===== config.mk =====
export PLATFORM = sky130hd
export DESIGN_NAME = lcm_report_rx_flat
export DESIGN_NICKNAME = d
export VERILOG_FILES = /design/src/rtl/lcm_report_rx_pkg.sv /design/src/rtl/lcm_report_rx_if.sv /design/src/rtl/lcm_report_rx.sv /design/src/flat_wrapper.sv
export SDC_FILE = /design/constraint.sdc
export NUM_CORES = 2
export LEC_CHECK = 0
export BUFFER_PORTS_ARGS = -buffer_cell sky130_fd_sc_hd__buf_4
export CAP_MARGIN = 20
export CORE_MARGIN = 2
export CORE_UTILIZATION = 45
export CTS_BUF_LIST = sky130_fd_sc_hd__clkbuf_16
export DETAILED_ROUTE_END_ITERATION = 8
export GPL_TIMING_DRIVEN = 0
export PLACE_DENSITY_LB_ADDON = 0.3
export SLEW_MARGIN = 20
export SYNTH_ARGS = -nofsm -noshare
export SYNTH_HDL_FRONTEND = slang
export SYNTH_SLANG_ARGS = --single-unit

===== constraint.sdc =====
create_clock -name clk -period 89.2 [get_ports clk]
set_clock_uncertainty 0.2 [all_clocks]
set_input_delay 0 -clock clk [delete_from_list [all_inputs] [get_ports clk]]
set_output_delay 0 -clock clk [all_outputs]
set_load 0.02 [all_outputs]

===== src/rtl/lcm_report_rx_pkg.sv =====
// Shared definitions for the LCM statistics report receiver: flit header codes,
// report field offsets and default packet identification values.
package lcm_report_rx_pkg;

    localparam int FLIT_W = 134;

    localparam logic [1:0] HDR_FIRST = 2'b01;
    localparam logic [1:0] HDR_MID   = 2'b11;
    localparam logic [1:0] HDR_LAST  = 2'b10;

    localparam logic [15:0] RPT_ETYPE_DEF = 16'h1662;
    localparam logic [7:0]  RPT_MTYPE_DEF = 8'h02;
    localparam int          RPT_FLITS_DEF = 7;

    // Field offsets inside the 128-bit flit payload
    localparam int ETYPE_LSB = 16;
    localparam int MTYPE_LSB = 8;
    localparam int SEQ_LSB   = 0;
    localparam int SSM_LSB   = 96;
    localparam int TS_LSB    = 48;

    typedef enum logic [2:0] {
        ST_IDLE,
        ST_HDR,
        ST_BODY,
        ST_WAIT_VLD,
        ST_DROP
    } rx_state_e;

    // Flits carry counter 1 in the top word; outputs carry counter 1 in the bottom word.
    function automatic logic [127:0] word_order(input logic [127:0] p);
        return {p[31:0], p[63:32], p[95:64], p[127:96]};
    endfunction

endpackage


===== src/rtl/lcm_report_rx_if.sv =====
// Report stream from the NIC: flit bus plus the per-packet valid word.
interface lcm_report_rx_if;
    import lcm_report_rx_pkg::*;

    logic [FLIT_W-1:0] in_rpt_data;
    logic              in_rpt_data_wr;
    logic              in_rpt_valid;
    logic              in_rpt_valid_wr;

    modport master (
        output in_rpt_data,
        output in_rpt_data_wr,
        output in_rpt_valid,
        output in_rpt_valid_wr
    );

    modport slave (
        input in_rpt_data,
        input in_rpt_data_wr,
        input in_rpt_valid,
        input in_rpt_valid_wr
    );

endinterface


===== src/rtl/lcm_report_rx.sv =====
// Host-side LCM report receiver: parses 7-flit reports into shadow registers and
// commits them atomically to the status outputs when the packet is good.
//
// state       | meaning
// ST_IDLE     | waiting for a first flit
// ST_HDR      | first flit seen, expecting the etype/mtype/seq flit
// ST_BODY     | storing counter flits by index until the last flit
// ST_WAIT_VLD | well-formed packet stored, waiting for the valid word
// ST_DROP     | rejected packet, swallowing flits until its valid word
module lcm_report_rx
    import lcm_report_rx_pkg::*;
#(
    parameter logic [15:0] RPT_ETYPE = RPT_ETYPE_DEF,
    parameter logic [7:0]  RPT_MTYPE = RPT_MTYPE_DEF,
    parameter int          RPT_FLITS = RPT_FLITS_DEF
) (
    input  logic           clk,
    input  logic           rst,
    lcm_report_rx_if.slave rpt,
    output logic [255:0]   out_pgm_cnt,
    output logic [255:0]   out_fsm_cnt,
    output logic [31:0]    out_ssm_cnt,
    output logic [47:0]    out_timestamp,
    output logic [7:0]     out_rpt_seq,
    output logic           out_rpt_update,
    output logic           out_rpt_err,
    output logic [15:0]    out_err_cnt
);

    localparam logic [2:0] LAST_IDX = 3'(RPT_FLITS - 1);

    rx_state_e state, state_nxt;
    logic [2:0] idx, idx_nxt;
    logic       shd_wr, seq_wr, commit, commit_last, err;

    logic [255:0] shd_pgm, shd_fsm;
    logic [31:0]  shd_ssm;
    logic [47:0]  shd_ts;
    logic [7:0]   shd_seq;

    logic [1:0] flit_hdr;
    logic [3:0] flit_inv;
    logic       id_ok;

    assign flit_hdr = rpt.in_rpt_data[133:132];
    assign flit_inv = rpt.in_rpt_data[131:128];
    assign id_ok    = (rpt.in_rpt_data[ETYPE_LSB +: 16] == RPT_ETYPE) &&
                      (rpt.in_rpt_data[MTYPE_LSB +: 8] == RPT_MTYPE);

    always_ff @(posedge clk or posedge rst) begin
        if (rst) begin
            state <= ST_IDLE;
            idx   <= '0;
        end else begin
            state <= state_nxt;
            idx   <= idx_nxt;
        end
    end

    always_comb begin
        state_nxt   = state;
        idx_nxt     = idx;
        shd_wr      = 1'b0;
        seq_wr      = 1'b0;
        commit      = 1'b0;
        commit_last = 1'b0;
        err         = 1'b0;
        case (state)
            ST_IDLE: begin
                if (rpt.in_rpt_data_wr) begin
                    if (flit_hdr == HDR_FIRST) begin
                        state_nxt = ST_HDR;
                        idx_nxt   = 3'd1;
                    end else begin
                        err = 1'b1;
                    end
                end
            end
            ST_HDR: begin
                if (rpt.in_rpt_data_wr) begin
                    if (flit_hdr == HDR_MID && id_ok) begin
                        seq_wr    = 1'b1;
                        state_nxt = ST_BODY;
                        idx_nxt   = 3'd2;
                    end else begin
                        err       = 1'b1;
                        state_nxt = ST_DROP;
                    end
                end
            end
            ST_BODY: begin
                if (rpt.in_rpt_data_wr) begin
                    case (flit_hdr)
                        HDR_FIRST: begin
                            err       = 1'b1;
                            state_nxt = ST_HDR;
                            idx_nxt   = 3'd1;
                        end
                        HDR_LAST: begin
                            if (idx == LAST_IDX && flit_inv == 4'd0) begin
                                shd_wr = 1'b1;
                                if (rpt.in_rpt_valid_wr) begin
                                    state_nxt   = ST_IDLE;
                                    commit      = rpt.in_rpt_valid;
                                    commit_last = rpt.in_rpt_valid;
                                    err         = !rpt.in_rpt_valid;
                                end else begin
                                    state_nxt = ST_WAIT_VLD;
                                end
                            end else begin
                                // A coincident valid word closes the rejected packet here.
                                err       = 1'b1;
                                state_nxt = rpt.in_rpt_valid_wr ? ST_IDLE : ST_DROP;
                            end
                        end
                        HDR_MID: begin
                            if (idx == LAST_IDX) begin
                                err       = 1'b1;
                                state_nxt = ST_DROP;
                            end else begin
                                shd_wr  = 1'b1;
                                idx_nxt = idx + 3'd1;
                            end
                        end
                        default: begin
                            err       = 1'b1;
                            state_nxt = ST_DROP;
                        end
                    endcase
                end
            end
            ST_WAIT_VLD: begin
                if (rpt.in_rpt_valid_wr) begin
                    commit    = rpt.in_rpt_valid;
                    err       = !rpt.in_rpt_valid;
                    state_nxt = (rpt.in_rpt_data_wr && flit_hdr == HDR_FIRST) ? ST_HDR : ST_IDLE;
                    idx_nxt   = 3'd1;
                end else if (rpt.in_rpt_data_wr && flit_hdr == HDR_FIRST) begin
                    err       = 1'b1;
                    state_nxt = ST_HDR;
                    idx_nxt   = 3'd1;
                end
            end
            ST_DROP: begin
                if (rpt.in_rpt_data_wr && flit_hdr == HDR_FIRST) begin
                    state_nxt = ST_HDR;
                    idx_nxt   = 3'd1;
                end else if (rpt.in_rpt_valid_wr) begin
                    state_nxt = ST_IDLE;
                end
            end
            default: state_nxt = ST_IDLE;
        endcase
    end

    always_ff @(posedge clk or posedge rst) begin
        if (rst) begin
            shd_pgm <= '0;
            shd_fsm <= '0;
            shd_ssm <= '0;
            shd_ts  <= '0;
            shd_seq <= '0;
        end else begin
            if (seq_wr) shd_seq <= rpt.in_rpt_data[SEQ_LSB +: 8];
            if (shd_wr) begin
                case (idx)
                    3'd2: shd_pgm[127:0]   <= word_order(rpt.in_rpt_data[127:0]);
                    3'd3: shd_pgm[255:128] <= word_order(rpt.in_rpt_data[127:0]);
                    3'd4: shd_fsm[127:0]   <= word_order(rpt.in_rpt_data[127:0]);
                    3'd5: shd_fsm[255:128] <= word_order(rpt.in_rpt_data[127:0]);
                    3'd6: begin
                        shd_ssm <= rpt.in_rpt_data[SSM_LSB +: 32];
                        shd_ts  <= rpt.in_rpt_data[TS_LSB +: 48];
                    end
                    default: ;
                endcase
            end
        end
    end

    // Last-flit commits take ssm/timestamp straight from the bus, the shadow is not loaded yet.
    always_ff @(posedge clk or posedge rst) begin
        if (rst) begin
            out_pgm_cnt    <= '0;
            out_fsm_cnt    <= '0;
            out_ssm_cnt    <= '0;
            out_timestamp  <= '0;
            out_rpt_seq    <= '0;
            out_rpt_update <= 1'b0;
            out_rpt_err    <= 1'b0;
            out_err_cnt    <= '0;
        end else begin
            out_rpt_update <= commit;
            out_rpt_err    <= err;
            if (commit) begin
                out_pgm_cnt   <= shd_pgm;
                out_fsm_cnt   <= shd_fsm;
                out_ssm_cnt   <= commit_last ? rpt.in_rpt_data[SSM_LSB +: 32] : shd_ssm;
                out_timestamp <= commit_last ? rpt.in_rpt_data[TS_LSB +: 48] : shd_ts;
                out_rpt_seq   <= shd_seq;
            end
            if (err && out_err_cnt != 16'hFFFF) out_err_cnt <= out_err_cnt + 16'd1;
        end
    end

endmodule


===== src/flat_wrapper.sv =====
// flat-port wrapper written by rule: the top's interface ports become plain ports
module lcm_report_rx_flat import lcm_report_rx_pkg::*;
#(
    parameter logic [15:0] RPT_ETYPE = RPT_ETYPE_DEF,
    parameter logic [7:0]  RPT_MTYPE = RPT_MTYPE_DEF,
    parameter int          RPT_FLITS = RPT_FLITS_DEF
)
  (clk, rst, out_pgm_cnt, out_fsm_cnt, out_ssm_cnt, out_timestamp, out_rpt_seq, out_rpt_update, out_rpt_err, out_err_cnt, rpt_in_rpt_data, rpt_in_rpt_data_wr, rpt_in_rpt_valid, rpt_in_rpt_valid_wr);
  lcm_report_rx_if rpt_i ();
  input  logic clk;
  input  logic rst;
  output logic [255:0] out_pgm_cnt;
  output logic [255:0] out_fsm_cnt;
  output logic [31:0] out_ssm_cnt;
  output logic [47:0] out_timestamp;
  output logic [7:0] out_rpt_seq;
  output logic out_rpt_update;
  output logic out_rpt_err;
  output logic [15:0] out_err_cnt;
  input wire logic [$bits(rpt_i.in_rpt_data)-1:0] rpt_in_rpt_data;
  input wire logic [$bits(rpt_i.in_rpt_data_wr)-1:0] rpt_in_rpt_data_wr;
  input wire logic [$bits(rpt_i.in_rpt_valid)-1:0] rpt_in_rpt_valid;
  input wire logic [$bits(rpt_i.in_rpt_valid_wr)-1:0] rpt_in_rpt_valid_wr;
  assign rpt_i.in_rpt_data = rpt_in_rpt_data;
  assign rpt_i.in_rpt_data_wr = rpt_in_rpt_data_wr;
  assign rpt_i.in_rpt_valid = rpt_in_rpt_valid;
  assign rpt_i.in_rpt_valid_wr = rpt_in_rpt_valid_wr;
  lcm_report_rx #(.RPT_ETYPE(RPT_ETYPE), .RPT_MTYPE(RPT_MTYPE), .RPT_FLITS(RPT_FLITS)) u_core (.clk(clk), .rst(rst), .rpt(rpt_i), .out_pgm_cnt(out_pgm_cnt), .out_fsm_cnt(out_fsm_cnt), .out_ssm_cnt(out_ssm_cnt), .out_timestamp(out_timestamp), .out_rpt_seq(out_rpt_seq), .out_rpt_update(out_rpt_update), .out_rpt_err(out_rpt_err), .out_err_cnt(out_err_cnt));
endmodule

==> impl_results.md <==
- Outcome: finished clean
- Crit share post-route: 0.04175
- Die Height: 325.5 um
- Register area: 30630 sq um
- Cell leakage power: 34.26 nW
- MaxCap Viol Count: 0
- Fill cell count: 8347
- Worst-margin pin slew: 894.2 ps
- Tmin final: 3724 ps
- Hold wc startpoint: rpt_in_rpt_data[94]
- Clk network pwr share: 0.460
- Largest net degree at the start of global routing: 107
- Clock Tree Buf Depth: 3
- Detailed-route wire length: 151100 um
- Ys async rst share: 1.000
- Critical path depth: 12
- DRT antenna net count: 0
- Logic pwr share: 0.048
- Mean post-synth cell area: 11.63 sq um
- Crit-path cells: dlygate4sd3_1 > buf_4 > nor4_2 > dlygate4sd3_1 > nand3_2 > nor3_4 > nor2_1 > inv_2 > buf_2 > buf_4 > nand2_1 > nand2_1
- Routed met1 length: 61340 um
- Vias in the first global route: 34560
- Yosys warnings: 0
- Post-layout nets: 5328
- Worst vdd ir: 0.01589 mV
- Endpoints failing hold: 0
- Slew Limit Fails: 0
- Worst Path Arrival: 4170 ps
- Detailed placer's ending HPWL: 105300 um
- Clk root buf: clkbuf_16
- Register area share after synthesis: 0.6586
- RD Place Congestion: 0.8754
- Power density cells: 18.66 nW/um^2
- Flops & latches, synth: 1224
- Ranking of synthesized cells by area: dfrtp_1 66%, nand2_1 14%, mux2_2 13%, mux2_1 1.5%, a22oi_1 1.3%
- RSZ-0062 raised after global routing: no
- R2r startpoint: u_core.idx[0]$_DFFE_PP0P_
- Antenna violations before repair: 8
- Clk pin slew, worst setup/hold paths: 60 ps
- WP data required: 89650 ps
- Gr ovfl total: 0
- NetSw: 0.0002585 W
- Synthesized cell area: 46510 sq um
- Site Rows: 117
- Synthesized instance count: 3998
- Share of layout cells above drive strength 1: 0.3078
- Cell depth of the worst flop-to-flop path: 11
- Routed WL per cell: 22.73 um
- Setup TNS: 0 ps
- DR top layer: met5
- Crit path capture type: flip-flop
- Synth top area share: 0.6586
- Post-synth EDFFs: 0
- Final setup vio count: 0
- Port Buffers: 755
- CORE AREA: 102200 sq um
- Critical path type: input pin to flip-flop
- Net count after synthesis: 4146
- Area leader, netlist: dfrtp_1
- Rel. slew slack: 0.4039
- Overall routing resource usage: 0.2841
- Clock sinks: 1224
- Pint: 0.0008841 W
- 1st-pass router iterations: 7
- CP Buf/Inv Count: 6
- Primary FF master, synth: dfrtp_1
- WL met3: 10580 um
- Slowest-stage cell, CP: dlygate4sd3_1
- CP Launch Type: input pin
- Htree depth: 4
- CTS tree: yes
- Post-CTS sizing: 0
- Num ports: 757
- Clock latency on the worst-skew pair: 720 ps
- Vias: 34340
- Reg power frac: 0.492
- First-pass GRT wire length: 224400 um
- Remaining DRCs: 0
- Starting Density: 0.4552
- Hold slack final: 64.77 ps
- Crit-path max FO: 10
- 1st-iter DRT viols: 2526
- Synth cell types: 48
- Die W: 325.5 um
- WHS Path Cells: 3
- Hold Crit Class: input pin to flip-flop
- CP startpoint: rpt_in_rpt_data[130]
- Area of the multi-input gates: 14850 sq um
- CTS Buf Count: 132
- Routed vias/inst: 5.165
- Met2 wire length: 72590 um
- P&R area growth vs syn: 31.69%
- Peak Freq: 0.2685 GHz
- Switching fraction of total power: 0.2262
- Crit path max-delay family: buffers and inverters
- Largest stage delay on the critical path: 730 ps
- Die area: 105900 sq um
==> metrics by stage <==
| step | instances | util | instance area, sq um | power [W] | setup WS, ps |
|---|---|---|---|---|---|
| after floorplan | 3998 | - | 46510 | 0.0005942 | 54510 |
| after global placement | 6121 | 0.5274 | 53890 | 0.0006165 | 41430 |
| after detailed placement | 6139 | 0.5322 | 54380 | 0.0006173 | 85460 |
| after CTS | 6641 | 0.5992 | 61230 | 0.001152 | 85340 |
| after global routing | 6642 | 0.5993 | 61230 | 0.001179 | 85220 |
| final | 6648 | 0.5994 | 61250 | 0.001143 | 85480 |
==> layer usage <==
| layer | vias to the layer above | global-route usage |
|---|---|---|
| li1 | 15360 | - |
| met1 | 17560 | 0.3637 |
| met2 | 1122 | 0.4634 |
| met3 | 291 | 0.06872 |
| met4 | 4 | 0.1191 |
| met5 | - | 0 |
==> synth_stat cells (7+ instances only) <==
| cell type | instances |
|---|---|
| a22oi_1 | 82 |
| buf_1 | 7 |
| buf_2 | 88 |
| buf_4 | 24 |
| clkbuf_1 | 93 |
| dfrtp_1 | 1224 |
| ha_1 | 9 |
| inv_1 | 9 |
| mux2_1 | 60 |
| mux2_2 | 543 |
| nand2_1 | 1737 |
| nand3_1 | 10 |
| nor2_1 | 11 |
| nor4_1 | 13 |
| o21ai_0 | 12 |
| xor2_1 | 10 |
==> timing repair <==
item                       CTS  global route
hold buffers               275             0
hold endpoints to repair  1088             0
setup buffers                0             0
==> state kept, by name (all words and copies together), names as in the netlist, 8 cells and up <==
| register | count |
|---|---|
| u_core.out_fsm_cnt | 256 |
| u_core.out_pgm_cnt | 256 |
| u_core.shd_fsm | 256 |
| u_core.shd_pgm | 256 |
| u_core.out_timestamp | 48 |
| u_core.shd_ts | 48 |
| u_core.out_ssm_cnt | 32 |
| u_core.shd_ssm | 32 |
| u_core.out_err_cnt | 16 |
| u_core.out_rpt_seq | 8 |
| u_core.shd_seq | 8 |
==> final cells by class <==
| cell class | instances | share of cell area |
|---|---|---|
| plain buffers | 212 | 0.01645 |
| clock buffers | 136 | 0.05557 |
| multi-input cells | 2552 | 0.2425 |
| well taps | 1368 | 0.02795 |
| repair buffers | 1048 | 0.1452 |
| inverters | 10 | 0.0007354 |
| flip-flops and latches | 1224 | 0.5001 |
| diodes | 7 | 0.0002860 |
| clock inverters | 91 | 0.01128 |
==> final timing paths <==
path                                                       end  slack, ps
min                             u_core.shd_fsm[62]$_DFFE_PP0P_         60
max in group asynchronous  u_core.out_fsm_cnt[130]$_DFFE_PP0P_      86240
min in group asynchronous   u_core.out_pgm_cnt[36]$_DFFE_PP0P_        290
max reg2reg                u_core.out_pgm_cnt[154]$_DFFE_PP0P_      85620
min reg2reg                 u_core.out_fsm_cnt[60]$_DFFE_PP0P_        240
max                        u_core.out_pgm_cnt[154]$_DFFE_PP0P_      85480
==> worst register-to-register path: cells and delay by family (launching register included) <==
kind / cells / cell delay (ps)
adder cells (fa/ha/maj): 1 / 190
buffers and inverters: 4 / 1340
flip-flops: 1 / 460
AND/OR/NAND/NOR: 6 / 1350
==> placed cells by master (no fill, tap or decap), types with 11 or more instances in the layout <==
cell type | synthesis | routed
a22oi_1 | 82 | 82
buf_16 | 0 | 16
buf_2 | 88 | 88
buf_4 | 24 | 779
clkbuf_1 | 93 | 84
clkbuf_16 | 0 | 136
clkinv_1 | 0 | 21
clkinv_2 | 0 | 18
dfrtp_1 | 1224 | 1224
dlygate4sd3_1 | 0 | 275
inv_1 | 9 | 38
mux2_1 | 60 | 60
mux2_2 | 543 | 543
nand2_1 | 1737 | 1737
nor2_1 | 11 | 11
nor4_1 | 13 | 13
o21ai_0 | 12 | 12
==> power groups by stage <==
stage	Clock [W]	Combinational, W	Sequential, W
floorplan	0	0.0000195	0.000575
global placement	0	0.0000427	0.000574
detailed placement	0	0.0000454	0.000572
CTS	0.000534	0.0000557	0.000562
global route	0.000557	0.0000604	0.000562
finish	0.000525	0.0000554	0.000562
==> cell families after synthesis <==
family,share of synthesized area
AO/OA/AOI/OAI,0.01789
buffers and inverters,0.02222
AND/OR/NAND/NOR,0.1508
adder cells (fa/ha/maj),0.002421
XOR/XNOR,0.002071
flip-flops,0.6586
multiplexers,0.1460
Note: power is estimated with default switching activity, not from simulation.
